`src/rtl/csa64_serial_sub.sv`:
```
// Digit-serial subtractor: diff = op1 - op2 computed as op1 + ~op2 + 1,
// DIGIT bits per cycle through one registered ripple slice.
module csa64_serial_sub #(
  parameter int WIDTH = 64,
  parameter int DIGIT = 4
) (
  input  logic             clock,
  input  logic             reset_n,
  input  logic             in_valid,
  output logic             in_ready,
  input  logic [WIDTH-1:0] op1,
  input  logic [WIDTH-1:0] op2,
  output logic             out_valid,
  input  logic             out_ready,
  output logic [WIDTH-1:0] diff,
  output logic             bout,
  output logic             zero
);

  localparam int STEPS = WIDTH / DIGIT;
  localparam int CW    = (STEPS > 1) ? $clog2(STEPS) : 1;
  localparam logic [CW-1:0] LAST = CW'(STEPS - 1);

  typedef enum logic [1:0] {IDLE, RUN, DONE} state_t;

  state_t           state;
  logic [WIDTH-1:0] a_sr;
  logic [WIDTH-1:0] b_sr;
  logic [WIDTH-1:0] res_sr;
  logic             carry;
  logic [CW-1:0]    count;

  logic [DIGIT:0]   digit_sum;
  logic [WIDTH-1:0] res_next;

  // The only adder is this DIGIT-bit slice; carry between digits goes through the carry register.
  assign digit_sum = {1'b0, a_sr[DIGIT-1:0]} + {1'b0, b_sr[DIGIT-1:0]} + {{DIGIT{1'b0}}, carry};
  assign res_next  = {digit_sum[DIGIT-1:0], res_sr[WIDTH-1:DIGIT]};

  always_ff @(posedge clock or negedge reset_n) begin
    if (!reset_n) begin
      state     <= IDLE;
      in_ready  <= 1'b1;
      out_valid <= 1'b0;
      diff      <= '0;
      bout      <= 1'b0;
      zero      <= 1'b0;
      a_sr      <= '0;
      b_sr      <= '0;
      res_sr    <= '0;
      carry     <= 1'b0;
      count     <= '0;
    end else begin
      case (state)
        IDLE: begin
          if (in_valid) begin
            a_sr     <= op1;
            b_sr     <= ~op2;
            carry    <= 1'b1;
            count    <= '0;
            in_ready <= 1'b0;
            state    <= RUN;
          end
        end
        RUN: begin
          a_sr   <= a_sr >> DIGIT;
          b_sr   <= b_sr >> DIGIT;
          res_sr <= res_next;
          carry  <= digit_sum[DIGIT];
          count  <= count + 1'b1;
          // Final carry of 1 means no borrow occurred.
          if (count == LAST) begin
            diff      <= res_next;
            bout      <= ~digit_sum[DIGIT];
            zero      <= (res_next == '0);
            out_valid <= 1'b1;
            state     <= DONE;
          end
        end
        DONE: begin
          if (out_ready) begin
            out_valid <= 1'b0;
            in_ready  <= 1'b1;
            state     <= IDLE;
          end
        end
        default: begin
          out_valid <= 1'b0;
          in_ready  <= 1'b1;
          state     <= IDLE;
        end
      endcase
    end
  end

endmodule

```
`config.mk`:
```
export PLATFORM = sky130hd
export DESIGN_NAME = csa64_serial_sub
export DESIGN_NICKNAME = d
export VERILOG_FILES = /design/src/rtl/csa64_serial_sub.sv
export SDC_FILE = /design/constraint.sdc
export NUM_CORES = 1
export LEC_CHECK = 0
export CAP_MARGIN = 20
export CORE_ASPECT_RATIO = 0.6
export CORE_MARGIN = 2
export CORE_UTILIZATION = 50
export DETAILED_ROUTE_END_ITERATION = 10
export DONT_BUFFER_PORTS = 1
export GPL_TIMING_DRIVEN = 1
export PLACE_DENSITY = 0.72
export SLEW_MARGIN = 20
export SYNTH_ARGS = -nofsm -noshare
export SYNTH_HDL_FRONTEND = slang
export SYNTH_SLANG_ARGS = --single-unit
```
`constraint.sdc`:
```
create_clock -name clock -period 2.35 [get_ports clock]
set_input_delay 0.3525 -clock clock [delete_from_list [all_inputs] [get_ports clock]]
set_output_delay 0.3525 -clock clock [all_outputs]
set_load 0.01 [all_outputs]
```
Word level (Yosys, flattened, before mapping):

Index checks and enable logic that the tools add are counted.
Widths: inputs -> output; s select.

* logic and storage cells: 50
* output and inout bits: 68
* memories kept: 0
* memory bits (writable): 0
* register bits after elaboration: 267
* bits in latches: 0
* bits in read-only memories: 0
* input bits: 132

* magnitude comparators: 0
* $add $sub $neg: 3
* reduce and logical (&&, ||, !) cells: 8
* $mul: 0
* equality and inequality tests: 6
* divide/modulo/power cells: 0
* multiplexer cells: 18
* shift-type cells: 0
* bitwise operators: 4

Operators with widths (number)
* $pmux 64 s2: 2
* $mux 64: 2
* $logic_not 64->1: 1
* $not 64->64: 1
* $reduce_and 3->1: 3
* $pmux 4 s2: 1
* $mux 2: 3
* $ne 2x2->1 const B: 3
* $pmux 1 s3: 2
* $pmux 2 s3: 1
* $add 4x4->5: 1
* $add 5x1->5: 1
* $mux 1: 5
* $add 4x1->4 const B: 1
* $eq 4x4->1 const B: 1
* $mux 4: 1
* $reduce_and 2->1: 2
* $not 1->1: 3
* $eq 2x1->1 const B: 1
* $eq 2x2->1 const B: 1
* $logic_not 2->1: 1
* $pmux 1 s2: 1
* $reduce_bool 2->1: 1

Longest topological paths before layout:

* word-level depth: 3
* gate-level depth with buffers: 7
* mapped depth without buffers: 6

Worst setup path after synthesis:

OpenSTA, ideal clock, no wires.

* path kind: register -> register
* from: reg a_sr[0]
* to: reg zero
* clock period less this slack: 1948 ps
* slack: 402 ps
* stages on the path, launching flop included: 7
* arrival: 1881 ps
* path buffers: 0
* path through: dfrtp_1 > fa_1 > fa_1 > nor4_1 > nand2_1 > nor3_1 > a32o_1

* cells in the longest elaborated chain, start to end: 3

Ends and longest elaborated chain
* from (decl): RTL line 27 `logic [WIDTH-1:0] a_sr;`
* from (signal assigned): RTL line 57 `a_sr <= op1;`
* from (signal assigned): RTL line 66 `a_sr <= a_sr >> DIGIT;`
* $add 4x4->5: RTL line 37 `assign digit_sum = {1'b0, a_sr[DIGIT-1:0]} + {1'b0, b_sr[DIGIT-1:0]} + {{DIGIT{1'b0}}, carry};`
* $add 5x1->5: RTL line 37
* net digit_sum[1]: RTL line 33 `logic [DIGIT:0] digit_sum;`
* $logic_not 64->1: RTL line 75 `zero <= (res_next == '0);`
* to (signal assigned): RTL line 75
* to (decl): RTL line 17 `output logic zero`

The timed path passes the listed nets, and every way through them passes these cells.
A chain may end at the register's enable or synchronous reset.

Worst setup path in the final report:

Ends and elaborated chain as after synthesis.

==> flow_metrics.env <==
export IMPL_status="finished with violations"
export IMPL_violations="negative hold slack"
export IMPL_required_ps=2800
export IMPL_drv_slew=0
export IMPL_hold_viol=263
export IMPL_cts_buffers=25
export IMPL_syn_avg_cell_area_um2=8.98
export IMPL_synth_distinct_cells=30
export IMPL_die_h_um=119
export IMPL_fp_dieW_um=195
export IMPL_cp_data_arrival_time_ps=2580
export IMPL_syn_area_um2=10900
export IMPL_final_nets=1325
export IMPL_cap_viol_max_count=0
export IMPL_timing_setup_tns_ps=0
export IMPL_startpoint="a_sr[0]$_DFFE_PN0P_"
export IMPL_max_slew_margin_pct=60.5
export IMPL_synth_edf_count=0
export IMPL_p_leak_nw=5.77
export IMPL_htree_levels=1
export IMPL_final_common_cell="nand2_1"
export IMPL_final_util_pct=56.7
export IMPL_worstMarginPinSlew_ps=592
export IMPL_core_area_um2=21200
export IMPL_cts_root_buf="clkbuf_16"
export IMPL_final_cells=1481
export IMPL_peakVddDrop_mv=0.625
export IMPL_initial_utilization_pct=51.5
export IMPL_place_hpwl_mm=17.0
export IMPL_rsz0062_at_grt="false"
export IMPL_cp_max_fo=3
export IMPL_drt_pass1_iterations=5
export IMPL_synthAdderAreaFrac_pct=0.824
export IMPL_drive_above_1_share_pct=5.24
export IMPL_crit_path_frequent_cell="fa_1"
export IMPL_antenna_found_initial=0
export IMPL_placedCellCount=1430
export IMPL_crit_type="flop to flop"
export IMPL_ant_nets=0
export IMPL_fmax_mhz=469
export IMPL_endpoint_kind="flop"
export IMPL_diodes=0
export IMPL_num_io_pins=200
export IMPL_synth_compound_area_share_pct=14.6
export IMPL_r2r_start="a_sr[0]$_DFFE_PN0P_"
export IMPL_grt_first_pass_wirelength_mm=43.6
export IMPL_synth_simple_area_share_pct=20.8
export IMPL_ys_async_sr_fraction_pct=100
export IMPL_postCtsSetupBuffers=0
export IMPL_path_clk_slew_ps=60
export IMPL_clock_path_buffers=3
export IMPL_cp_start_kind="flop"
export IMPL_synthMuxAreaShare_pct=0.103
export IMPL_vias=8319
export IMPL_r2r_end="zero$_DFFE_PN0P_"
export IMPL_drt_iter0_drc=578
export IMPL_cpPeakStageDelay_ps=490
export IMPL_synth_top_family_by_area="simple AND/OR/NAND/NOR gates"
export IMPL_cts_sinks=263
export IMPL_synth_xor_area_share_pct=0.160
export IMPL_cts_tree="done"
export IMPL_wl_mm=26.6
export IMPL_min_period_ps=2130
export IMPL_hold_slack_ps=-470
export IMPL_yosysSeqAreaShare_pct=60.2
export IMPL_path_delay_family="adder cells"
export IMPL_grt_pass1_vias=7973
export IMPL_area_delta_synth_final_pct=10.2
export IMPL_syn_inst=1218
export IMPL_wire_per_inst_um=18.0
export IMPL_clock_skew_final_ps=5.61
export IMPL_final_cell_mix="nand2_1, dfrtp_1, o21ai_0, a22oi_1, nor2_1"
export IMPL_critPathBufInv=0
export IMPL_synth_nets=1356
export IMPL_grt_max_degree=264
export IMPL_rows=41
export IMPL_path_cells="fa_1 -> fa_1 -> nor4_1 -> nand2_1 -> nor3_1 -> a32o_1"
export IMPL_cts_hold_buf=9
export IMPL_setup_violations=0
export IMPL_drc=0
export IMPL_gp_congestion=0.787
export IMPL_fin_crit_sh_pct=90.7
export IMPL_yosysWarnings=0
export IMPL_hold_path_class="input pin to async pin"
export IMPL_grt_usage_pct=23.2
export IMPL_p_per_area_nw_per_um2=1290
export IMPL_io_buffers=0
export IMPL_clock_latency_ps=520
export IMPL_synth_main_ff_cell="dfrtp_1"
export IMPL_crit_path_top_delay_cell="fa_1"
export IMPL_ys_ff_latch=263
export IMPL_reg2reg_depth=6
export IMPL_grt_overflow_total=0
export IMPL_viasPerCell=5.62
export IMPL_reg2reg_setup_slack_ps=220
export IMPL_dieArea_um2=23100
export IMPL_cts_resized=0
-- synth_stat cells (2+ instances only) --
cell,count,area share (%)
a21o_1,2,0.14
a21oi_1,63,2.9
a22o_1,6,0.48
a22oi_1,69,4.7
buf_2,39,1.8
clkbuf_1,43,1.5
dfrtp_1,262,60
fa_1,2,0.37
ha_1,4,0.46
nand2_1,487,17
nand2b_1,5,0.29
nand3_1,2,0.092
nand4_1,4,0.23
nor2_1,67,2.3
nor2b_1,2,0.11
nor3_1,2,0.092
nor4_1,15,0.86
o21ai_0,114,5.2
o21ai_1,19,0.87
-- stage by stage --
stage | total power [mW] | worst slack [ps] | instance area (um2)
2_1_floorplan | 10.3 | 402 | 10900
3_3_place_gp | 11.4 | 260 | 11200
3_5_place_dp | 11.6 | 264 | 11200
4_1_cts | 15.6 | 243 | 12000
5_1_grt | 16.6 | 68.7 | 12000
6_report | 15.5 | 218 | 12000
-- metal layers --
metal  track usage, %  wire, um  part of all wire, %
met1             36.6     13100                   49
met2             31.9     11000                   41
met3             6.16      1970                  7.4
met4             4.77       525                  2.0
met5                0         0                    0
-- sequential cells by signal, indices dropped and copies added, names as in the netlist --
register	cells
carry	1
bout	1
state	2
count	4
diff	64
res_sr	60
a_sr	64
in_ready	1
out_valid	1
zero	1
b_sr	64
-- report_power, final --
part           switching (mW)  total (mW)  internal, mW
logic                    2.17        3.61          1.44
clock network            1.68        3.99          2.31
registers                1.65        7.94          6.29
total                    5.51        15.5          10.0
-- how the worst max path moves through the flow --
stage          slack, ps                to  cells after the start
2_1_floorplan        400  zero$_DFFE_PN0P_                      6
3_3_place_gp         260  zero$_DFFE_PN0P_                      6
3_5_place_dp         260  zero$_DFFE_PN0P_                      6
4_1_cts              240  zero$_DFFE_PN0P_                      6
5_1_grt               70  zero$_DFFE_PN0P_                      6
6_report             220  zero$_DFFE_PN0P_                      6
-- area by class of cell --
type,count,area [um2]
clock buffers,39,758
well taps,279,349
multi-input cells,871,4020
inverters,2,7.51
flip-flops and latches,263,6590
repair buffers,24,278
clock inverters,3,42.5
fillers,1924,9190
-- cell families (layout without fill, tap and decap cells) --
| family | Yosys count | count (layout) |
|---|---|---|
| xor+xnor | 2 | 2 |
| fa+ha+maj | 6 | 6 |
| compound gates | 276 | 276 |
| flops | 263 | 263 |
| buf+inv | 84 | 68 |
| simple gates | 586 | 586 |
| mux | 1 | 1 |
No activity file was read; power rests on OpenSTA's default activity.
